==> config.mk <==
export PLATFORM = sky130hd
export DESIGN_NAME = reg_access_ctrl_flat
export DESIGN_NICKNAME = d
export VERILOG_FILES = /design/src/rtl/reg_access_ctrl_if.sv /design/src/rtl/reg_access_ctrl.sv /design/src/flat_wrapper.sv
export SDC_FILE = /design/constraint.sdc
export NUM_CORES = 1
export LEC_CHECK = 0
export BUFFER_PORTS_ARGS = -buffer_cell sky130_fd_sc_hd__buf_2
export CORE_MARGIN = 4
export CORE_UTILIZATION = 51
export CTS_CLUSTER_SIZE = 28
export DETAILED_ROUTE_END_ITERATION = 6
export PLACE_DENSITY_LB_ADDON = 0.15
export SLEW_MARGIN = 20
export SYNTH_ARGS = -nofsm -noshare
export SYNTH_HDL_FRONTEND = slang
export SYNTH_SLANG_ARGS = --single-unit
==> constraint.sdc <==
create_clock -name clk -period 3.2 [get_ports clk]
set_input_delay 0.16 -clock clk [delete_from_list [all_inputs] [get_ports clk]]
set_output_delay 0.16 -clock clk [all_outputs]
set_load 0.01 [all_outputs]
==> src/rtl/reg_access_ctrl_if.sv <==
// Request/response channel between a requester and reg_access_ctrl.
interface reg_access_ctrl_if #(
    parameter int ADSize = 5,
    parameter int DASize = 32
);
    logic              req_valid;
    logic              req_ready;
    logic [1:0]        req_op;
    logic [ADSize-1:0] req_rs1;
    logic [ADSize-1:0] req_rs2;
    logic [ADSize-1:0] req_rd;
    logic [DASize-1:0] req_wdata;
    logic              rsp_valid;
    logic              rsp_ready;
    logic [DASize-1:0] rsp_data1;
    logic [DASize-1:0] rsp_data2;

    modport master (
        output req_valid, req_op, req_rs1, req_rs2, req_rd, req_wdata, rsp_ready,
        input  req_ready, rsp_valid, rsp_data1, rsp_data2
    );

    modport slave (
        input  req_valid, req_op, req_rs1, req_rs2, req_rd, req_wdata, rsp_ready,
        output req_ready, rsp_valid, rsp_data1, rsp_data2
    );
endinterface

==> src/rtl/reg_access_ctrl.sv <==
// Initiator-side sequencer for the 32x32 register file: read-pair, write and
// clear commands in, registered register-file pins and read responses out.
//
// state | meaning
// IDLE  | ready for a request, all strobes low
// WR    | single write strobe cycle
// RD    | single read strobe cycle with both addresses driven
// CAP   | wait for OUT_1/OUT_2, captured at the end of this cycle
// RESP  | response presented until consumed
// CLR   | one zero-write per cycle sweeping 0..REGSize-1
module reg_access_ctrl #(
    parameter int ADSize  = 5,
    parameter int REGSize = 32,
    parameter int DASize  = 32
) (
    input  logic              clk,
    input  logic              rst,
    reg_access_ctrl_if.slave  bus,
    output logic              busy,
    output logic              enable,
    output logic              Write,
    output logic              Read,
    output logic [ADSize-1:0] Read_ADDR_1,
    output logic [ADSize-1:0] Read_ADDR_2,
    output logic [ADSize-1:0] Write_ADDR,
    output logic [DASize-1:0] DIN,
    input  logic [DASize-1:0] OUT_1,
    input  logic [DASize-1:0] OUT_2
);

    localparam int CntW = (REGSize > 1) ? $clog2(REGSize) : 1;
    localparam logic [CntW-1:0] CntLast = CntW'(REGSize - 1);

    localparam logic [1:0] OP_READ  = 2'b00;
    localparam logic [1:0] OP_WRITE = 2'b01;
    localparam logic [1:0] OP_CLEAR = 2'b10;

    typedef enum logic [2:0] {
        S_IDLE,
        S_WR,
        S_RD,
        S_CAP,
        S_RESP,
        S_CLR
    } state_t;

    state_t            state_q, state_d;
    logic [CntW-1:0]   cnt_q, cnt_d;
    logic              req_ready_q, req_ready_d;
    logic              rsp_valid_q, rsp_valid_d;
    logic [DASize-1:0] data1_q, data1_d;
    logic [DASize-1:0] data2_q, data2_d;
    logic              busy_q, busy_d;
    logic              enable_q, enable_d;
    logic              write_q, write_d;
    logic              read_q, read_d;
    logic [ADSize-1:0] raddr1_q, raddr1_d;
    logic [ADSize-1:0] raddr2_q, raddr2_d;
    logic [ADSize-1:0] waddr_q, waddr_d;
    logic [DASize-1:0] din_q, din_d;
    logic              accept;

    assign accept = bus.req_valid && req_ready_q;

    always_comb begin
        state_d     = state_q;
        cnt_d       = cnt_q;
        req_ready_d = 1'b0;
        rsp_valid_d = rsp_valid_q;
        data1_d     = data1_q;
        data2_d     = data2_q;
        write_d     = 1'b0;
        read_d      = 1'b0;
        raddr1_d    = raddr1_q;
        raddr2_d    = raddr2_q;
        waddr_d     = waddr_q;
        din_d       = din_q;

        unique case (state_q)
            S_IDLE: begin
                req_ready_d = 1'b1;
                if (accept) begin
                    req_ready_d = 1'b0;
                    unique case (bus.req_op)
                        OP_WRITE: begin
                            state_d = S_WR;
                            write_d = 1'b1;
                            waddr_d = bus.req_rd;
                            din_d   = bus.req_wdata;
                        end
                        OP_READ: begin
                            state_d  = S_RD;
                            read_d   = 1'b1;
                            raddr1_d = bus.req_rs1;
                            raddr2_d = bus.req_rs2;
                        end
                        OP_CLEAR: begin
                            state_d = S_CLR;
                            cnt_d   = '0;
                            write_d = 1'b1;
                            waddr_d = '0;
                            din_d   = '0;
                        end
                        default: ;
                    endcase
                end
            end
            S_WR: begin
                state_d     = S_IDLE;
                req_ready_d = 1'b1;
            end
            S_RD: begin
                state_d = S_CAP;
            end
            S_CAP: begin
                state_d = S_RESP;
                data1_d = OUT_1;
                data2_d = OUT_2;
            end
            S_RESP: begin
                rsp_valid_d = 1'b1;
                if (rsp_valid_q && bus.rsp_ready) begin
                    rsp_valid_d = 1'b0;
                    state_d     = S_IDLE;
                    req_ready_d = 1'b1;
                end
            end
            S_CLR: begin
                // cnt_q is the address being written in the current cycle
                if (cnt_q == CntLast) begin
                    state_d     = S_IDLE;
                    req_ready_d = 1'b1;
                end else begin
                    cnt_d   = cnt_q + CntW'(1);
                    write_d = 1'b1;
                    waddr_d = ADSize'(cnt_d);
                    din_d   = '0;
                end
            end
            default: begin
                state_d = S_IDLE;
            end
        endcase

        busy_d   = (state_d != S_IDLE);
        enable_d = write_d | read_d;
    end

    always_ff @(posedge clk or negedge rst) begin
        if (!rst) begin
            state_q     <= S_IDLE;
            cnt_q       <= '0;
            req_ready_q <= 1'b0;
            rsp_valid_q <= 1'b0;
            data1_q     <= '0;
            data2_q     <= '0;
            busy_q      <= 1'b0;
            enable_q    <= 1'b0;
            write_q     <= 1'b0;
            read_q      <= 1'b0;
            raddr1_q    <= '0;
            raddr2_q    <= '0;
            waddr_q     <= '0;
            din_q       <= '0;
        end else begin
            state_q     <= state_d;
            cnt_q       <= cnt_d;
            req_ready_q <= req_ready_d;
            rsp_valid_q <= rsp_valid_d;
            data1_q     <= data1_d;
            data2_q     <= data2_d;
            busy_q      <= busy_d;
            enable_q    <= enable_d;
            write_q     <= write_d;
            read_q      <= read_d;
            raddr1_q    <= raddr1_d;
            raddr2_q    <= raddr2_d;
            waddr_q     <= waddr_d;
            din_q       <= din_d;
        end
    end

    assign bus.req_ready = req_ready_q;
    assign bus.rsp_valid = rsp_valid_q;
    assign bus.rsp_data1 = data1_q;
    assign bus.rsp_data2 = data2_q;
    assign busy          = busy_q;
    assign enable        = enable_q;
    assign Write         = write_q;
    assign Read          = read_q;
    assign Read_ADDR_1   = raddr1_q;
    assign Read_ADDR_2   = raddr2_q;
    assign Write_ADDR    = waddr_q;
    assign DIN           = din_q;

endmodule

==> src/flat_wrapper.sv <==
// flat-port wrapper written by rule: the top's interface ports become plain ports
module reg_access_ctrl_flat 
#(
    parameter int ADSize  = 5,
    parameter int REGSize = 32,
    parameter int DASize  = 32
)
  (clk, rst, busy, enable, Write, Read, Read_ADDR_1, Read_ADDR_2, Write_ADDR, DIN, OUT_1, OUT_2, bus_req_valid, bus_req_op, bus_req_rs1, bus_req_rs2, bus_req_rd, bus_req_wdata, bus_rsp_ready, bus_req_ready, bus_rsp_valid, bus_rsp_data1, bus_rsp_data2);
  reg_access_ctrl_if #(.ADSize(ADSize), .DASize(DASize)) bus_i ();
  input  logic clk;
  input  logic rst;
  output logic busy;
  output logic enable;
  output logic Write;
  output logic Read;
  output logic [ADSize-1:0] Read_ADDR_1;
  output logic [ADSize-1:0] Read_ADDR_2;
  output logic [ADSize-1:0] Write_ADDR;
  output logic [DASize-1:0] DIN;
  input  logic [DASize-1:0] OUT_1;
  input  logic [DASize-1:0] OUT_2;
  input wire logic [$bits(bus_i.req_valid)-1:0] bus_req_valid;
  input wire logic [$bits(bus_i.req_op)-1:0] bus_req_op;
  input wire logic [$bits(bus_i.req_rs1)-1:0] bus_req_rs1;
  input wire logic [$bits(bus_i.req_rs2)-1:0] bus_req_rs2;
  input wire logic [$bits(bus_i.req_rd)-1:0] bus_req_rd;
  input wire logic [$bits(bus_i.req_wdata)-1:0] bus_req_wdata;
  input wire logic [$bits(bus_i.rsp_ready)-1:0] bus_rsp_ready;
  output wire logic [$bits(bus_i.req_ready)-1:0] bus_req_ready;
  output wire logic [$bits(bus_i.rsp_valid)-1:0] bus_rsp_valid;
  output wire logic [$bits(bus_i.rsp_data1)-1:0] bus_rsp_data1;
  output wire logic [$bits(bus_i.rsp_data2)-1:0] bus_rsp_data2;
  assign bus_i.req_valid = bus_req_valid;
  assign bus_i.req_op = bus_req_op;
  assign bus_i.req_rs1 = bus_req_rs1;
  assign bus_i.req_rs2 = bus_req_rs2;
  assign bus_i.req_rd = bus_req_rd;
  assign bus_i.req_wdata = bus_req_wdata;
  assign bus_i.rsp_ready = bus_rsp_ready;
  assign bus_req_ready = bus_i.req_ready;
  assign bus_rsp_valid = bus_i.rsp_valid;
  assign bus_rsp_data1 = bus_i.rsp_data1;
  assign bus_rsp_data2 = bus_i.rsp_data2;
  reg_access_ctrl #(.ADSize(ADSize), .REGSize(REGSize), .DASize(DASize)) u_core (.clk(clk), .rst(rst), .bus(bus_i), .busy(busy), .enable(enable), .Write(Write), .Read(Read), .Read_ADDR_1(Read_ADDR_1), .Read_ADDR_2(Read_ADDR_2), .Write_ADDR(Write_ADDR), .DIN(DIN), .OUT_1(OUT_1), .OUT_2(OUT_2));
endmodule
==> results of run 1 <==
-- metrics by stage --
step           hold slack (ns)  setup WS, ns
6_report                0.0780         0.707
5_1_grt                 0.0675         0.584
4_1_cts                 0.0516         0.685
3_5_place_dp             0.336         0.712
3_3_place_gp             0.335         0.796
2_1_floorplan           -0.136          1.08
-- cell type report --
cell class | count | share of cell area
Tap cell | 133 | 0.0203
Multi-Input combinational cell | 203 | 0.216
Clock inverter | 6 | 0.0162
Timing Repair Buffer | 349 | 0.288
Inverter | 37 | 0.0170
Clock buffer | 23 | 0.0595
Antenna cell | 1 | 0.000306
Sequential cell | 125 | 0.382
-- metal layers --
layer	share of wire	up-vias	track usage	wire, um
met5	0	-	0	0
met3	0.078	60	0.0860	1210
li1	-	1981	-	-
met1	0.35	2087	0.272	5530
met4	0.045	0	0.173	705
met2	0.52	213	0.482	8150
-- power by group through the flow --
stage | clock, mW | sequential [mW] | combinational, mW
final | 2.00 | 2.81 | 2.57
after global routing | 2.11 | 2.89 | 2.77
after CTS | 2.02 | 2.76 | 2.54
after detailed placement | 0 | 2.77 | 2.42
after global placement | 0 | 2.73 | 2.35
after floorplan | 0 | 3.08 | 0.997
-- how the worst max path moves through the flow --
| stage | start | to | slack [ns] | cells past startpoint |
|---|---|---|---|---|
| after global routing | u_core.cnt_q[0] | u_core.Write_ADDR[0] | 0.58 | 7 |
| after floorplan | u_core.cnt_q[0] | u_core.Write_ADDR[0] | 1.08 | 7 |
| after CTS | u_core.cnt_q[0] | u_core.Write_ADDR[0] | 0.68 | 7 |
| after detailed placement | u_core.cnt_q[0] | u_core.Write_ADDR[0] | 0.71 | 7 |
| final | u_core.cnt_q[0] | u_core.Write_ADDR[0] | 0.71 | 7 |
| after global placement | u_core.cnt_q[0] | u_core.Write_ADDR[0] | 0.80 | 7 |
-- worst max-delay path: cells and delay by family, from the launching register on --
family	cells	cell delay [ns]
adder cells (fa/ha/maj)	2	0.49
AO/OA/AOI/OAI	1	0.27
AND/OR/NAND/NOR	2	0.54
flip-flops	1	0.42
buffers and inverters	1	0.29
multiplexers	1	0.35
-- logic make-up after synthesis --
family | count (synthesis) | share of synthesized area
fa+ha+maj | 5 | 0.0122
mux | 116 | 0.246
flops | 125 | 0.609
compound gates | 16 | 0.0224
xor+xnor | 2 | 0.00341
simple gates | 64 | 0.0585
buf+inv | 55 | 0.0485
-- what timing repair did --
| item | in CTS | in global routing |
|---|---|---|
| endpoints found under the setup margin | 0 | 0 |
| endpoints found under the hold margin | 181 | 0 |
| hold buffers | 112 | 0 |
-- flip-flops by register name (all words and copies together), names as in the netlist --
name,cells
u_core.state_q,3
u_core.Write,1
u_core.enable,1
u_core.Read_ADDR_1,5
u_core.busy,1
u_core.bus.rsp_data2,32
u_core.bus.rsp_data1,32
u_core.bus.rsp_valid,1
u_core.Write_ADDR,5
u_core.Read_ADDR_2,5
u_core.Read,1
u_core.cnt_q,5
u_core.bus.req_ready,1
u_core.DIN,32
-- Yosys cell counts --
| library cell | instances | area [sq um] |
|---|---|---|
| inv_1 | 37 | 139 |
| o21ai_0 | 3 | 15.0 |
| a221o_1 | 1 | 10.0 |
| buf_8 | 1 | 15.0 |
| mux2i_1 | 33 | 330 |
| nor3b_1 | 1 | 7.51 |
| nor3_1 | 1 | 5.00 |
| nor2b_1 | 1 | 6.26 |
| buf_2 | 10 | 50.1 |
| clkbuf_1 | 2 | 7.51 |
| nand3b_1 | 5 | 37.5 |
| nand2_1 | 38 | 143 |
| a311oi_1 | 1 | 8.76 |
| xnor2_1 | 1 | 8.76 |
| nor2_1 | 7 | 26.3 |
| mux2_1 | 6 | 67.6 |
| dfrtp_1 | 125 | 3130 |
| a21o_1 | 2 | 15.0 |
| nand2b_1 | 1 | 6.26 |
| a21oi_1 | 2 | 10.0 |
| buf_1 | 1 | 3.75 |
| or2_2 | 1 | 6.26 |
| a22o_1 | 1 | 8.76 |
| mux2_2 | 77 | 867 |
| ha_1 | 5 | 62.6 |
| and3_1 | 1 | 6.26 |
| or3_1 | 1 | 6.26 |
| and4bb_1 | 1 | 12.5 |
| and3b_1 | 1 | 8.76 |
| nand3_1 | 2 | 10.0 |
| buf_4 | 3 | 22.5 |
| o22ai_1 | 1 | 6.26 |
| and2_1 | 3 | 18.8 |
| a21oi_2 | 2 | 17.5 |
| buf_6 | 1 | 11.3 |
| xor2_1 | 1 | 8.76 |
| o2bb2ai_1 | 1 | 8.76 |
| o211ai_1 | 2 | 15.0 |
==> impl_metrics.toml, run 1 <==
[status]
status = "complete, no violations"

[worst_setup_path]
critPathArrivalTime_ns = 2.88
rrSetupSlack_ns = 0.71
reg2reg_to = "u_core.Write_ADDR[0]"
path_max_fanout = 34
end_kind = "flip-flop"
critPathLaunchType = "flip-flop"
critPathKind = "reg -> reg"
critPathRequiredTime_ns = 3.59
path_cells = "ha_1 -> and3_1 -> ha_1 -> or2_2 -> a21oi_4 -> buf_12 -> mux2_1"
crit_slowest_cell = "dfrtp_1"
cp_common_cell = "ha_1"
reg2regPathDepth = 7
r2r_start = "u_core.cnt_q[0]"
max_stage_delay_ns = 0.42

[route]
detail-route-antenna-nets = 0
drt-vias-per-instance = 4.95
num_vias = 4341
drc = 0
drtIter0Drc = 184
first_pass_iters = 4
finalWirelength_mm = 15.6
wl_per_cell_um = 17.8

[grt]
grt_pass1_wl_mm = 23.9
grt_util_all_layers = 0.271
grt_pass1_vias = 4801
grt_max_degree = 71
overflow = 0
antenna_found_initial = 1

[sta]
rsz0062_at_grt = "false"
worstMarginPinSlew_ns = 0.899
maxClockFrequency_ghz = 0.401
period_needed_ns = 2.49
max-slew-margin-rel = 0.400
finalCritPeriodShare = 0.779
finalHoldViolCount = 0
finalSetupTns_ns = 0
finalSetupViolCount = 0
slew_violations = 0
finClkSkew_ns = 0.0112

[cts]
clockRootBuffer = "clkbuf_8"
cts.sinks = 125
clockBufferDepth = 2
path_clk_slew_ns = 0.06
postCtsSetupBuffers = 0
cts_buffers = 17
cts_max_level = 4
cts_resized = 0
clock_latency_ns = 0.51
cts_tree = "done"

[placed_design]
portBuffers = 233
gp_congestion = 0.799
hpwl_mm = 8.96
dp_cells = 735
placed_cell_area_sq_mm = 0.00644

[logic_synthesis]
yosys_warnings = 0
syn_nets = 505
postSynthCellCount = 383
seq_area_frac_synth = 0.609
synth_cell_types = 38
ys_ff_latch = 125
syn_area_sq_mm = 0.00514
avgSynthCellArea_sq_um = 13.4

[power_and_ir_drop]
cellInternalPower_mw = 4.99
ir_drop_mv = 0.576
p_per_area_mw_per_mm2 = 901
switching_share = 0.323
p_total_mw = 7.37
combPwrFrac = 0.348
p_sw_mw = 2.38
seqPwrFrac = 0.381
leakagePower_nw = 4.12
p_clk_frac = 0.271

[finish]
final_cell_mix = "buf_2, dfrtp_1, dlygate4sd3_1, mux2_2, nand2_1"
multi_input_area_sq_mm = 0.00177
layout.cells.non_filler = 877
post-route-util = 0.837
area_growth_pct = 59.3
fillCellCount = 532
finalNetCount = 855
final_common_cell = "buf_2"
regArea_sq_mm = 0.00313
drive_gt1_frac = 0.466
design_area_sq_mm = 0.00818

[die]
die_area_sq_mm = 0.0117
die_w_um = 108
initial_core_util = 0.526
num_rows = 36
core_region_area_sq_mm = 0.00977
die_h_um = 108
ios = 234

[worst_hold_path]
hold_depth = 4
hold_class = "in -> reg"
worstHoldStart = "bus_req_rd[0]"
whs_endpoint = "u_core.Write_ADDR[0]"

[job]
drv_cap = 0
No activity file was read; power rests on OpenSTA's default activity.
==> run 2, diff against run 1 <==
--- a/config.mk
+++ b/config.mk
@@ -7,7 +7,7 @@
 export LEC_CHECK = 0
 export BUFFER_PORTS_ARGS = -buffer_cell sky130_fd_sc_hd__buf_2
 export CORE_MARGIN = 4
-export CORE_UTILIZATION = 51
+export CORE_UTILIZATION = 42
 export CTS_CLUSTER_SIZE = 28
 export DETAILED_ROUTE_END_ITERATION = 6
 export PLACE_DENSITY_LB_ADDON = 0.15
==> constraint.sdc (replaced) <==
create_clock -name clk -period 2.27 [get_ports clk]
set_input_delay 0.1135 -clock clk [delete_from_list [all_inputs] [get_ports clk]]
set_output_delay 0.1135 -clock clk [all_outputs]
set_load 0.01 [all_outputs]
==> run 2 against run 1 <==
Total power grew 38%. Maximum frequency up 15%. Routed wire length fell by 11%. Die area rose by 20%. Core utilization fell by 15 points. Sequential share of layout area fell by 0.42 points. Critical endpoint is now u_core.DIN[4]. Register-to-register slack got worse by 0.60 ns. Hold slack got worse by 0.050 ns. Count of clock-buffer cells in the layout rose by 3. Non-clock buffer count grew 8. First-iteration DRC count is 33% higher. Largest cell class unchanged.
==> impl_metrics.toml, run 2 (synthesized netlist as in run 1, its figures left out) <==
[cts]
path_clk_slew_ns = 0.05
clockRootBuffer = "clkbuf_16"
cts.sinks = 125
clockBufferDepth = 2
cts_buffers = 17
cts_max_level = 4
clock_latency_ns = 0.41
cts_tree = "done"

[power_and_ir_drop]
p_sw_mw = 3.26
cellInternalPower_mw = 6.95
p_clk_frac = 0.258
ir_drop_mv = 0.762
p_total_mw = 10.2
leakagePower_nw = 4.16
switching_share = 0.319
combPwrFrac = 0.360
p_per_area_mw_per_mm2 = 1230
seqPwrFrac = 0.382

[worst_setup_path]
rrSetupSlack_ns = 0.10
crit_slowest_cell = "dfrtp_1"
r2r_start = "u_core.cnt_q[0]"
critPathArrivalTime_ns = 2.49
path_max_fanout = 10
critPathLaunchType = "flip-flop"
path_cells = "ha_1 -> and3_1 -> ha_1 -> or2_2 -> a21oi_4 -> buf_4 -> clkbuf_16 -> mux2i_1"
critPathCapture = "u_core.DIN[4]"
reg2reg_to = "u_core.DIN[4]"
reg2regPathDepth = 8
cp.depth = 8
path_buf_inv = 2
cp_common_cell = "ha_1"
crit_family = "simple AND/OR/NAND/NOR gates"
critPathRequiredTime_ns = 2.59
end_kind = "flip-flop"
worstSetupStartpoint = "u_core.cnt_q[0]"
critPathKind = "reg -> reg"
max_stage_delay_ns = 0.38

[finish]
area_growth_pct = 61.1
antenna_cells = 0
fillCellCount = 868
final_common_cell = "buf_2"
final_cell_mix = "buf_2, dfrtp_1, dlygate4sd3_1, mux2_2, nand2_1"
drive_gt1_frac = 0.475
finalNetCount = 863

[sta]
finalHoldViolCount = 0
slew_violations = 0
finalSetupViolCount = 0
period_needed_ns = 2.17
finClkSkew_ns = 0.00559
worstMarginPinSlew_ns = 0.594
finalSetupTns_ns = 0
finalCritPeriodShare = 0.955
maxClockFrequency_ghz = 0.461
max-slew-margin-rel = 0.604

[route]
first_pass_iters = 4
drt-vias-per-instance = 4.70
num_vias = 4237
finalWirelength_mm = 13.9
wl_per_cell_um = 15.5
drtIter0Drc = 244
drc = 0
detail-route-antenna-nets = 0

[placed_design]
portBuffers = 233
hpwl_mm = 8.87
gp_congestion = 0.731

[status]
status = "complete, no violations"

[grt]
grt_max_degree = 54
overflow = 0
grt_util_all_layers = 0.202
antenna_found_initial = 0
grt_pass1_vias = 4711
grt_pass1_wl_mm = 22.8

[die]
ios = 234
num_rows = 40
die_area_sq_mm = 0.0141
initial_core_util = 0.428
core_region_area_sq_mm = 0.0120
die_w_um = 119
die_h_um = 119

[job]
drv_cap = 0

[worst_hold_path]
hold_class = "in -> reg"
==> run 2: cell count changes in the layout (fill, tap and decap cells not counted), moves of 2 or more <==
cell	change
dlygate4sd3_1	-4
clkbuf_16	+3
bufinv_16	-2
clkinv_2	+2
buf_4	+8
clkbuf_1	+4
buf_12	+2
clkbuf_8	-2
==> run 2: area by class of cell <==
cell class | count | area [sq um] | share of cell area
Sequential cell | 125 | 3130 | 0.378
Clock inverter | 6 | 82.6 | 0.00998
Tap cell | 147 | 184 | 0.0222
Clock buffer | 26 | 499 | 0.0603
Timing Repair Buffer | 357 | 2470 | 0.298
Multi-Input combinational cell | 203 | 1770 | 0.214
Inverter | 37 | 139 | 0.0168
==> run 2: timing repair <==
item                                    4_1_cts  5_1_grt
endpoints found under the setup margin        0       14
gates resized for setup                       0        1
endpoints found under the hold margin       149        0
buffers inserted                              0        3
hold buffers                                108        0
==> run 2: power by group through the flow <==
stage	sequential (mW)	combinational, mW	clock [mW]
finish	3.90	3.67	2.63
global route	4.04	4.01	2.80
CTS	3.89	3.59	2.70
detailed placement	3.91	3.44	0
global placement	3.85	3.36	0
floorplan	4.34	1.41	0
==> run 2: worst min-delay path by stage <==
stage,end,from,depth (start not counted)
5_1_grt,u_core.Write_ADDR[3],bus_req_rd[3],3
3_3_place_gp,u_core.bus.rsp_data2[9],rst,1
3_5_place_dp,u_core.bus.rsp_data2[9],rst,1
6_report,u_core.Write_ADDR[3],bus_req_rd[3],3
4_1_cts,u_core.Write_ADDR[3],bus_req_rd[3],3
2_1_floorplan,u_core.DIN[0],rst,0
==> run 2: through the flow <==
stage	setup slack, ns	hold WS, ns	cells	util	cell area [sq um]
floorplan	0.152	-0.182	383	-	5140
detailed placement	0.0903	0.160	756	0.544	6540
global placement	0.149	0.153	756	0.544	6540
CTS	0.0663	0.0151	896	0.683	8200
finish	0.103	0.0282	901	0.689	8270
global route	-0.000286	0.0492	901	0.689	8270
==> run 2: tightest hold or removal path, delay by kind of cell <==
family                 cells  cell delay, ns
multiplexers               1            0.12
buffers and inverters      1            0.08
AO/OA/AOI/OAI              1            0.09
==> run 2: per-layer routing <==
layer / vias up / GRT usage / share of wire
met2: 147 / 0.354 / 0.53
met5: - / 0 / 0
li1: 1997 / - / -
met3: 22 / 0.0617 / 0.061
met1: 2071 / 0.231 / 0.39
met4: 0 / 0.0775 / 0.017
==> run 3, diff against run 2 <==
--- a/config.mk
+++ b/config.mk
@@ -10,7 +10,7 @@
 export CORE_UTILIZATION = 42
 export CTS_CLUSTER_SIZE = 28
 export DETAILED_ROUTE_END_ITERATION = 6
-export PLACE_DENSITY_LB_ADDON = 0.15
+export PLACE_DENSITY = 0.81
 export SLEW_MARGIN = 20
 export SYNTH_ARGS = -nofsm -noshare
 export SYNTH_HDL_FRONTEND = slang
==> run 3 against run 2 <==
Global-route usage increased by 0.83 points. Worst setup slack got worse by 0.051 ns. Hold slack got worse by 0.0033 ns. Count of clock-buffer cells in the layout decreased by 2. Core utilization decreased by 0.57 points. Sequential cell count unchanged. Routed wire length increased by 3.1%. Critical endpoint is now u_core.Write_ADDR[3]. Highest routed layer unchanged.
==> impl_metrics.toml, run 3 (synthesized netlist as in run 1, its figures left out) <==
[finish]
area_growth_pct = 59.7
fillCellCount = 826
post-route-util = 0.683
final_common_cell = "buf_2"
regArea_sq_mm = 0.00313
finalNetCount = 862
multi_input_area_sq_mm = 0.00178
final_cell_mix = "buf_2, dfrtp_1, dlygate4sd3_1, mux2_2, nand2_1"
layout.cells.non_filler = 901
drive_gt1_frac = 0.478

[die]
die_area_sq_mm = 0.0141
core_region_area_sq_mm = 0.0120
initial_core_util = 0.428
die_h_um = 119
ios = 234
die_w_um = 119
num_rows = 40

[worst_setup_path]
max_stage_delay_ns = 0.40
crit_slowest_cell = "dfrtp_1"
critPathKind = "reg -> reg"
reg2regPathDepth = 7
critPathRequiredTime_ns = 2.55
rrSetupSlack_ns = 0.05
worstSetupStartpoint = "u_core.cnt_q[1]"
path_cells = "ha_1 -> and3_1 -> ha_1 -> or2_2 -> a21oi_4 -> buf_4 -> mux2_1"
critPathArrivalTime_ns = 2.50
critPathLaunchType = "flip-flop"
critPathCapture = "u_core.Write_ADDR[3]"
r2r_start = "u_core.cnt_q[1]"
reg2reg_to = "u_core.Write_ADDR[3]"
end_kind = "flip-flop"
path_max_fanout = 3
cp_common_cell = "ha_1"

[route]
first_pass_iters = 4
drtIter0Drc = 215
wl_per_cell_um = 15.9
num_vias = 4261
drc = 0
detail-route-antenna-nets = 0
finalWirelength_mm = 14.4
drt-vias-per-instance = 4.73

[power_and_ir_drop]
p_per_area_mw_per_mm2 = 1230
ir_drop_mv = 0.676
leakagePower_nw = 4.14

[grt]
overflow = 0
antenna_found_initial = 1
grt_util_all_layers = 0.210
grt_max_degree = 47
grt_pass1_wl_mm = 23.6
grt_pass1_vias = 4724

[status]
status = "complete, no violations"

[sta]
slew_violations = 0
finalSetupViolCount = 0
finalCritPeriodShare = 0.977
rsz0062_at_grt = "true"
maxClockFrequency_ghz = 0.451
period_needed_ns = 2.22
finClkSkew_ns = 0.00629
finalHoldViolCount = 0
setup_ws_ns = 0.0523
worstMarginPinSlew_ns = 0.552
max-slew-margin-rel = 0.631

[placed_design]
portBuffers = 233
gp_congestion = 0.781
dp_cells = 757
dp_slack_ns = -0.00454
hpwl_mm = 9.01

[cts]
cts_buffers = 17
cts_max_level = 4
clockRootBuffer = "clkbuf_16"
clockBufferDepth = 2
cts.sinks = 125
clock_latency_ns = 0.41
cts_tree = "done"
path_clk_slew_ns = 0.05

[job]
drv_cap = 0

[worst_hold_path]
hold_class = "in -> reg"
[run 3: per-stage QoR]
step                      cell area [sq um]  power [mW]  setup TNS, ns  hold slack [ns]
after floorplan                        5140        5.75              0           -0.182
after global placement                 6530        7.18              0            0.111
after detailed placement               6530        7.36       -0.00454            0.119
after CTS                              8170        10.0              0          0.00777
after global routing                   8210        10.7       -0.00252           0.0175
final                                  8210        10.1              0           0.0248
[run 3: area by class of cell]
type | instances | area share
Timing Repair Buffer | 356 | 0.296
Inverter | 37 | 0.0169
Clock inverter | 8 | 0.00793
Antenna cell | 1 | 0.000305
Clock buffer | 24 | 0.0587
Tap cell | 147 | 0.0224
Sequential cell | 125 | 0.381
Multi-Input combinational cell | 203 | 0.217
[run 3: routing by layer]
layer  routed length [um]  vias up  part of all wire  GRT usage
li1                     -     1995                 -          -
met1                 5340     2043              0.37      0.228
met2                 7520      180              0.52      0.369
met3                 1050       43             0.073     0.0708
met4                  457        0             0.032     0.0985
met5                    0        -                 0          0
[run 3: timing repair]
item | 4_1_cts | 5_1_grt
hold endpoints to repair | 141 | 0
pin swaps | 1 | 0
hold buffers | 107 | 0
endpoints found under the setup margin | 2 | 3
buffers inserted | 3 | 0
gates resized for setup | 0 | 2
cloned | 0 | 1
[run 3: how the worst min path moves through the flow]
stage | from | end | slack [ns] | depth (start not counted)
after floorplan | rst | u_core.DIN[0] | -0.18 | 0
after global placement | rst | u_core.DIN[1] | 0.11 | 1
after detailed placement | rst | u_core.DIN[1] | 0.12 | 1
after CTS | bus_req_rd[4] | u_core.Write_ADDR[4] | 0.008 | 3
after global routing | bus_req_rd[4] | u_core.Write_ADDR[4] | 0.02 | 3
final | bus_req_rd[4] | u_core.Write_ADDR[4] | 0.02 | 3
[run 3: power by group]
group	internal (mW)	switching, mW	total, mW	leakage [nW]
registers	3.31	0.595	3.90	1.51
logic	1.90	1.79	3.69	2.36
clock network	1.58	0.893	2.47	0.277
[run 3: worst max-delay path, delay by kind of cell (launching register included)]
kind	cells	cell delay, ns
fa+ha+maj	2	0.43
flops	1	0.40
buf+inv	1	0.18
compound gates	1	0.19
mux	1	0.35
simple gates	2	0.55
